[config.mk]
export PLATFORM = sky130hd
export DESIGN_NAME = conv_core_pipe_flat
export DESIGN_NICKNAME = d
export VERILOG_FILES = /design/src/rtl/conv_core_pipe_if.sv /design/src/rtl/conv_core_pipe.sv /design/src/flat_wrapper.sv
export SDC_FILE = /design/constraint.sdc
export NUM_CORES = 1
export LEC_CHECK = 0
export CORE_MARGIN = 2
export CORE_UTILIZATION = 50
export DETAILED_ROUTE_END_ITERATION = 10
export PLACE_DENSITY_LB_ADDON = 0.15
export RECOVER_POWER = 25
export SYNTH_ARGS = -nofsm -noshare
export SYNTH_HDL_FRONTEND = slang
export SYNTH_SLANG_ARGS = --single-unit
[constraint.sdc]
create_clock -name clk -period 5.3 [get_ports clk]
set_clock_uncertainty 0.15 [all_clocks]
set_input_delay 1.325 -clock clk [delete_from_list [all_inputs] [get_ports clk]]
set_output_delay 1.325 -clock clk [all_outputs]
set_load 0.05 [all_outputs]
[src/rtl/conv_core_pipe_if.sv]
// Bus interface for conv_core_pipe: pixel/sub-result input side, kernel load and result side.
// The core connects through the slave modport and the pixel source through the master modport.
interface conv_core_pipe_if #(
   parameter int unsigned KERNEL_SIZE = 5,
   parameter int unsigned PIXEL_W     = 8,
   parameter int unsigned KERNEL_W    = 8,
   parameter int unsigned SUB_W       = 18,
   parameter int unsigned RES_W       = 18,
   parameter int unsigned COUNT_W     = 16
);
   logic                            i_valid;
   logic                            i_stall;
   logic [KERNEL_SIZE*PIXEL_W-1:0]  i_pixel;
   logic [SUB_W-1:0]                i_sub;
   logic                            i_k_ld;
   logic [KERNEL_SIZE*KERNEL_W-1:0] i_kernel;
   logic                            o_valid;
   logic [RES_W-1:0]                o_res;
   logic                            o_sat;
   logic [COUNT_W-1:0]              o_count;

   modport master (
      output i_valid, i_stall, i_pixel, i_sub, i_k_ld, i_kernel,
      input  o_valid, o_res, o_sat, o_count
   );

   modport slave (
      input  i_valid, i_stall, i_pixel, i_sub, i_k_ld, i_kernel,
      output o_valid, o_res, o_sat, o_count
   );
endinterface

[src/rtl/conv_core_pipe.sv]
// Three-stage pipelined row MAC: o_res = i_sub + sum(pixel_s * kernel_s), with stall and kernel load.
// Optional macro CONV_CORE_SAT_EN selects saturation instead of modulo wrap of the result.
module conv_core_pipe #(
   parameter int unsigned KERNEL_SIZE = 5,
   parameter int unsigned PIXEL_W     = 8,
   parameter int unsigned KERNEL_W    = 8,
   parameter int unsigned SUB_W       = 18,
   parameter int unsigned RES_W       = 18,
   parameter int unsigned COUNT_W     = 16
) (
   input  logic           clk,
   input  logic           rst,
   conv_core_pipe_if.slave io_bus
);
   localparam int unsigned PROD_W = PIXEL_W + KERNEL_W;
   localparam int unsigned SUM_W  = PROD_W + $clog2(KERNEL_SIZE) + 1;
   localparam int unsigned TOT_W  = ((SUM_W > SUB_W) ? SUM_W : SUB_W) + 1;

   logic [KERNEL_SIZE*KERNEL_W-1:0] r_kreg;
   logic [PROD_W-1:0]               r_prod [KERNEL_SIZE];
   logic [PROD_W-1:0]               w_prod [KERNEL_SIZE];
   logic [SUB_W-1:0]                r_sub1;
   logic [SUB_W-1:0]                r_sub2;
   logic [SUM_W-1:0]                r_sum2;
   logic [SUM_W-1:0]                w_sum;
   logic                            r_v1;
   logic                            r_v2;
   logic                            r_v3;
   logic [RES_W-1:0]                r_res;
   logic [RES_W-1:0]                w_res;
   logic                            r_sat;
   logic                            w_sat;
   logic [COUNT_W-1:0]              r_count;

   always_comb begin
      for (int s = 0; s < KERNEL_SIZE; s++) begin
         w_prod[s] = PROD_W'(io_bus.i_pixel[s*PIXEL_W +: PIXEL_W]) *
                     PROD_W'(r_kreg[s*KERNEL_W +: KERNEL_W]);
      end
   end

   always_comb begin
      w_sum = '0;
      for (int s = 0; s < KERNEL_SIZE; s++) begin
         w_sum = w_sum + SUM_W'(r_prod[s]);
      end
   end

`ifdef CONV_CORE_SAT_EN
   logic [TOT_W-1:0] w_total;
   assign w_total = TOT_W'(r_sum2) + TOT_W'(r_sub2);

   // Any bit above RES_W set means the total exceeds the largest representable result.
   always_comb begin
      w_sat = |(w_total >> RES_W);
      w_res = w_sat ? {RES_W{1'b1}} : RES_W'(w_total);
   end
`else
   assign w_sat = 1'b0;
   assign w_res = RES_W'(TOT_W'(r_sum2) + TOT_W'(r_sub2));
`endif

   always_ff @(posedge clk) begin
      if (rst) begin
         r_kreg  <= '0;
         r_sub1  <= '0;
         r_sub2  <= '0;
         r_sum2  <= '0;
         r_v1    <= 1'b0;
         r_v2    <= 1'b0;
         r_v3    <= 1'b0;
         r_res   <= '0;
         r_sat   <= 1'b0;
         r_count <= '0;
         for (int s = 0; s < KERNEL_SIZE; s++) r_prod[s] <= '0;
      end else begin
         // Kernel load ignores stall; a same-edge sample still sees the old taps.
         if (io_bus.i_k_ld) r_kreg <= io_bus.i_kernel;
         if (!io_bus.i_stall) begin
            r_v1 <= io_bus.i_valid;
            if (io_bus.i_valid) begin
               for (int s = 0; s < KERNEL_SIZE; s++) r_prod[s] <= w_prod[s];
               r_sub1 <= io_bus.i_sub;
            end
            r_v2   <= r_v1;
            r_sum2 <= w_sum;
            r_sub2 <= r_sub1;
            r_v3   <= r_v2;
            r_res  <= w_res;
            r_sat  <= r_v2 & w_sat;
            if (r_v2) r_count <= r_count + COUNT_W'(1);
         end
      end
   end

   assign io_bus.o_valid = r_v3;
   assign io_bus.o_res   = r_res;
   assign io_bus.o_sat   = r_sat;
   assign io_bus.o_count = r_count;
endmodule
[src/flat_wrapper.sv]
// flat-port wrapper written by rule: the top's interface ports become plain ports
module conv_core_pipe_flat 
#(
   parameter int unsigned KERNEL_SIZE = 5,
   parameter int unsigned PIXEL_W     = 8,
   parameter int unsigned KERNEL_W    = 8,
   parameter int unsigned SUB_W       = 18,
   parameter int unsigned RES_W       = 18,
   parameter int unsigned COUNT_W     = 16
)
  (clk, rst, io_bus_i_valid, io_bus_i_stall, io_bus_i_pixel, io_bus_i_sub, io_bus_i_k_ld, io_bus_i_kernel, io_bus_o_valid, io_bus_o_res, io_bus_o_sat, io_bus_o_count);
  conv_core_pipe_if #(.KERNEL_SIZE(KERNEL_SIZE), .PIXEL_W(PIXEL_W), .KERNEL_W(KERNEL_W), .SUB_W(SUB_W), .RES_W(RES_W), .COUNT_W(COUNT_W)) io_bus_i ();
  input  logic clk;
  input  logic rst;
  input wire logic [$bits(io_bus_i.i_valid)-1:0] io_bus_i_valid;
  input wire logic [$bits(io_bus_i.i_stall)-1:0] io_bus_i_stall;
  input wire logic [$bits(io_bus_i.i_pixel)-1:0] io_bus_i_pixel;
  input wire logic [$bits(io_bus_i.i_sub)-1:0] io_bus_i_sub;
  input wire logic [$bits(io_bus_i.i_k_ld)-1:0] io_bus_i_k_ld;
  input wire logic [$bits(io_bus_i.i_kernel)-1:0] io_bus_i_kernel;
  output wire logic [$bits(io_bus_i.o_valid)-1:0] io_bus_o_valid;
  output wire logic [$bits(io_bus_i.o_res)-1:0] io_bus_o_res;
  output wire logic [$bits(io_bus_i.o_sat)-1:0] io_bus_o_sat;
  output wire logic [$bits(io_bus_i.o_count)-1:0] io_bus_o_count;
  assign io_bus_i.i_valid = io_bus_i_valid;
  assign io_bus_i.i_stall = io_bus_i_stall;
  assign io_bus_i.i_pixel = io_bus_i_pixel;
  assign io_bus_i.i_sub = io_bus_i_sub;
  assign io_bus_i.i_k_ld = io_bus_i_k_ld;
  assign io_bus_i.i_kernel = io_bus_i_kernel;
  assign io_bus_o_valid = io_bus_i.o_valid;
  assign io_bus_o_res = io_bus_i.o_res;
  assign io_bus_o_sat = io_bus_i.o_sat;
  assign io_bus_o_count = io_bus_i.o_count;
  conv_core_pipe #(.KERNEL_SIZE(KERNEL_SIZE), .PIXEL_W(PIXEL_W), .KERNEL_W(KERNEL_W), .SUB_W(SUB_W), .RES_W(RES_W), .COUNT_W(COUNT_W)) u_core (.clk(clk), .rst(rst), .io_bus(io_bus_i));
endmodule
# --- After elaboration in Yosys (flattened, before gate mapping) ---
# Memories as Yosys holds them, arrays and structs flattened.
# Index checks and enable logic that the tools add are counted.
word_totals:
  register_bits: 131
  output_inout_bits: 36
  word_cells: 40
  memories: 1
  input_bits: 103
  mem_bits_rw: 80
classes:
  mux: 11
  n_reduce_logical: 2
  bitwise_logic: 6
  multipliers: 5
  n_addsub: 6
memory_table:
  columns: ["name", "depth", "word_bits", "rd", "rd_ports_with_merged_regs", "write_ports", "line_no", "text"]
  rows:
  - ["u_core.r_prod", 5, 16, 5, 0, 5, "conv_core_pipe.sv:20", "logic [PROD_W-1:0] r_prod [KERNEL_SIZE];"]
op_table:
  columns: ["op", "n"]
  rows:
  - ["8-bit by 8-bit multiplier with 16-bit output", 5]
  - ["16-bit two-way mux", 5]
  - ["18-bit by 16-bit adder with 18-bit output", 2]
  - ["17-bit by 16-bit adder with 18-bit output", 1]
  - ["18-bit adder", 1]
  - ["16-bit by 16-bit adder with 17-bit output", 1]
  - ["16-bit by 1-bit adder with 16-bit output, second input constant", 1]
  - ["1-bit two-way mux", 6]
  - ["1-bit bitwise OR", 5]
  - ["2-bit AND reduction", 2]
  - ["1-bit inverter", 1]

# --- Depth between registers and ports, before layout ---
depth:
  ltp_word: 5
  ltp_mapped: 16
  mapped_depth_nobuf: 16

# --- Worst setup path after synthesis ---
# No wires, ideal clock.
synth_timing:
  path_kind: "in2reg"
  from: "input io_bus_i_pixel[14]"
  to: "memory u_core.r_prod[1][15] (netlist name), data pin"
  n_path_buf: 0
  setup_time_ns: 0.261
  t_required_ns: 4.889
  slack_ns: -0.015
  arrival_ns: 4.904
  cell_stages: 14
  cell_sequence: "and2_1 fa_1 fa_1 fa_1 inv_1 fa_1 inv_1 ha_1 or2_2 a21oi_1 inv_1 o211ai_1 nand2_1 a311o_1"
synth_lines:
  columns: ["item", "line_no", "text"]
  rows:
  - ["start, declared", "flat_wrapper.sv:17", "input wire logic [$bits(io_bus_i.i_pixel)-1:0] io_bus_i_pixel;"]
  - ["end, declared", "conv_core_pipe.sv:20", null]

==> metrics <==
routed via count divided by cell count=5.111; Post-Syn Area per Cell=9.453 um^2; category of the critical setup timing path=input pin to flip-flop; FFs w/ async S/R, synth=0; slew of the pin with the lowest slew margin=2913 ps; Post-Synthesis Cells=2189; 1st-pass router iterations=5; Initial Utilization=0.5068; Clock Pin Slew Worst Setup and Hold Paths=60 ps; most used cells in the layout excluding fill and tap cells=376 x sky130_fd_sc_hd__inv_1, 262 x sky130_fd_sc_hd__and2_1, 227 x sky130_fd_sc_hd__fa_1; antenna violations before repair=1; gpl congestion=0.8658; Finish-stage setup viols=0; unrepaired setup endpoints after global routing=yes; max-slew headroom at the worst pin=-0.9422; net count reported at finish=3030; global-route wire length before repair=77.69 mm; H-tree depth=1; Netlist Area Pre-Place=20690 um^2; Maximum Capacitance Violations=2; worst hold-check path type=flip-flop to flip-flop; root buffer cell=sky130_fd_sc_hd__clkbuf_16; outcome=finished, violations left; total number of placement rows=74; detailed-route wire length per cell=15.33 um; fin crit period=5203 ps; count of input and output buffers=137; pin count of the biggest net entering global routing=69; number of ports placed on the die boundary=139; Power per Cell Area=253.7 nW/um^2; Layout area overhead=19.55%; post-synthesis sequential area ratio=0.2428; layout cells sized above 1=0.09556; P_leak=12.51 nW; total instance count after detailed placement=2985; Routed WL=46.50 mm; Critical Path Start Type=input pin; number of different library cells in the post-synthesis netlist=69; fin. max-slew vios=94; kind of capture point of the worst setup path=flip-flop; diode insertion count for antenna repair=0; part of the total power dissipated in the clock network=0.282; leading cell type in the layout, fill and taps excluded=sky130_fd_sc_hd__inv_1; clock sink count=211; TritonCTS clock tree=done; switching part of the total=0.3554; non-filler instance count after layout=3033; Final period util=0.9817; Inserted Clock Buffers=26; via count of the first global-routing pass=15.84k; Die Width=207.4 um; share of total power in sequential cells=0.312; maximum operating frequency=192.2 MHz; total via count in the routed design=15.50k; worst path setup slack after routing=96.87 ps; net count after synthesis=2737; minimum setup slack after placement=-641.9 ps; number of design rule violations left after detail routing=0; Yosys Warn Count=0; data arrival time at the worst-slack endpoint=5360 ps; clock buffer depth=3; peak supply drop=217.6 uV; hold buffer count at CTS=0; residual overflow from global routing=0; total die area=43030 um^2; number of enable-type register cells in the synthesized netlist=80; height of the die=207.4 um; design internal power=4.045 mW; clock latency reported for the late side of the worst-skew pair=560 ps; required time worst endpoint=5450 ps; half-perimeter wire length of the detailed placement result=37.38 mm; initial detailed-routing violation count=809; final count of hold timing violations=0; violated checks=max-capacitance violations, max-slew violations; number of nets still failing antenna checks after routing=0; combinational share of power=0.406; top fanout value on the critical path=4; register bit total from synthesis=211; GR Util All Layers=0.2169; net switching power=2.230 mW; Core Area=40830 um^2; top_reg_cell synth=sky130_fd_sc_hd__dfxtp_1
==> synthesized netlist by cell type (26+ instances only) <==
| master | n | area share |
|---|---|---|
| sky130_fd_sc_hd__a21oi_1 | 53 | 0.013 |
| sky130_fd_sc_hd__and2_1 | 262 | 0.079 |
| sky130_fd_sc_hd__clkbuf_1 | 27 | 0.0049 |
| sky130_fd_sc_hd__dfxtp_1 | 131 | 0.13 |
| sky130_fd_sc_hd__edfxtp_1 | 80 | 0.12 |
| sky130_fd_sc_hd__fa_1 | 228 | 0.22 |
| sky130_fd_sc_hd__ha_1 | 217 | 0.13 |
| sky130_fd_sc_hd__inv_1 | 376 | 0.068 |
| sky130_fd_sc_hd__mux2i_1 | 69 | 0.033 |
| sky130_fd_sc_hd__nand2_1 | 151 | 0.027 |
| sky130_fd_sc_hd__nand3_1 | 27 | 0.0065 |
| sky130_fd_sc_hd__nor2_1 | 160 | 0.029 |
| sky130_fd_sc_hd__nor3_1 | 53 | 0.013 |
| sky130_fd_sc_hd__o21a_1 | 45 | 0.016 |
| sky130_fd_sc_hd__o21ai_0 | 26 | 0.0063 |
| sky130_fd_sc_hd__xor2_1 | 31 | 0.013 |
==> worst paths after layout <==
check | from | to | slack, ps | depth (start not counted)
worst max-delay path | io_bus_i_pixel[38] | u_core.r_prod[4][14] | 100 | 16
worst min-delay path | u_core.r_v1 | u_core.r_v1 | 310 | 2
worst max register to register | u_core.r_kreg[2] | u_core.r_prod[0][15] | 790 | 14
worst min register to register | u_core.r_v1 | u_core.r_v1 | 310 | 2
==> state kept, by name (all words and copies together), names as in the netlist <==
| register | count |
|---|---|
| u_core.io_bus.o_res | 18 |
| u_core.r_v2 | 1 |
| u_core.r_sub2 | 18 |
| u_core.r_sub1 | 18 |
| u_core.r_kreg | 40 |
| u_core.r_v1 | 1 |
| u_core.io_bus.o_count | 16 |
| u_core.r_sum2 | 18 |
| u_core.r_prod | 80 |
| u_core.io_bus.o_valid | 1 |
==> layer usage <==
metal  global-route usage  routed length [um]
met5                    0                   0
met4              0.04433                 768
met3              0.02360                1487
met2               0.3772               22620
met1               0.2934               21630
==> final cells by class <==
cell class | instances | area, um^2
Multi-Input combinational cell | 1561 | 14110
Fill cell | 3558 | 16090
Clock inverter | 17 | 156.4
Sequential cell | 211 | 5025
Tap cell | 532 | 665.6
Inverter | 377 | 1415
Timing Repair Buffer | 305 | 2668
Clock buffer | 30 | 696.9
==> critical path: stages <==
cell and delay [ps]:
sky130_fd_sc_hd__clkdlybuf4s50_1 460, sky130_fd_sc_hd__and2_1 200, sky130_fd_sc_hd__fa_1 480, sky130_fd_sc_hd__fa_1 500, sky130_fd_sc_hd__fa_1 490, sky130_fd_sc_hd__inv_1 50
sky130_fd_sc_hd__fa_1 470, sky130_fd_sc_hd__inv_1 40, sky130_fd_sc_hd__ha_1 280, sky130_fd_sc_hd__a21o_1 180, sky130_fd_sc_hd__a211o_1 290, sky130_fd_sc_hd__o21ai_0 120
sky130_fd_sc_hd__nand2_1 90, sky130_fd_sc_hd__o22ai_1 160, sky130_fd_sc_hd__mux2i_1 100, sky130_fd_sc_hd__buf_4 130
==> metrics by stage <==
step / hold WS (ps) / utilization / area (um^2) / setup TNS (ps) / power (mW)
floorplan: 281.5 / - / 20700 / 0 / 3.724
global placement: 305.3 / 0.5832 / 23810 / -15760 / 4.479
detailed placement: 308.1 / 0.5832 / 23810 / -18310 / 4.531
CTS: 316.9 / 0.6043 / 24670 / 0 / 6.336
global route: 336.1 / 0.6059 / 24740 / -30.36 / 6.750
finish: 314.8 / 0.6059 / 24740 / 0 / 6.276
==> cell families (layout without fill, tap and decap cells) <==
kind of cell / Yosys count / count (layout) / share of synthesized area
DFF: 211 / 211 / 0.2428
muxes: 69 / 69 / 0.03338
AOI/OAI and AO/OA: 275 / 275 / 0.09584
buffers and inverters: 417 / 729 / 0.07740
xor gates and xnor gates: 54 / 54 / 0.02286
and+or+nand+nor: 717 / 717 / 0.1757
adders and majority gates: 445 / 445 / 0.3518
other: 1 / 1 / 0.0001812
==> what timing repair did <==
item,in CTS,in global routing
gates resized for setup,5,26
pin swaps,1,9
endpoints found under the setup margin,4,31
buffers inserted,0,1
==> power groups by stage <==
stage	Combinational (mW)	Sequential, mW	Clock, mW
CTS	2.57	1.96	1.81
detailed placement	2.54	1.99	0
global route	2.90	1.97	1.87
global placement	2.49	1.99	0
finish	2.55	1.96	1.77
floorplan	1.72	2.00	0
No activity file was read; power rests on OpenSTA's default activity.
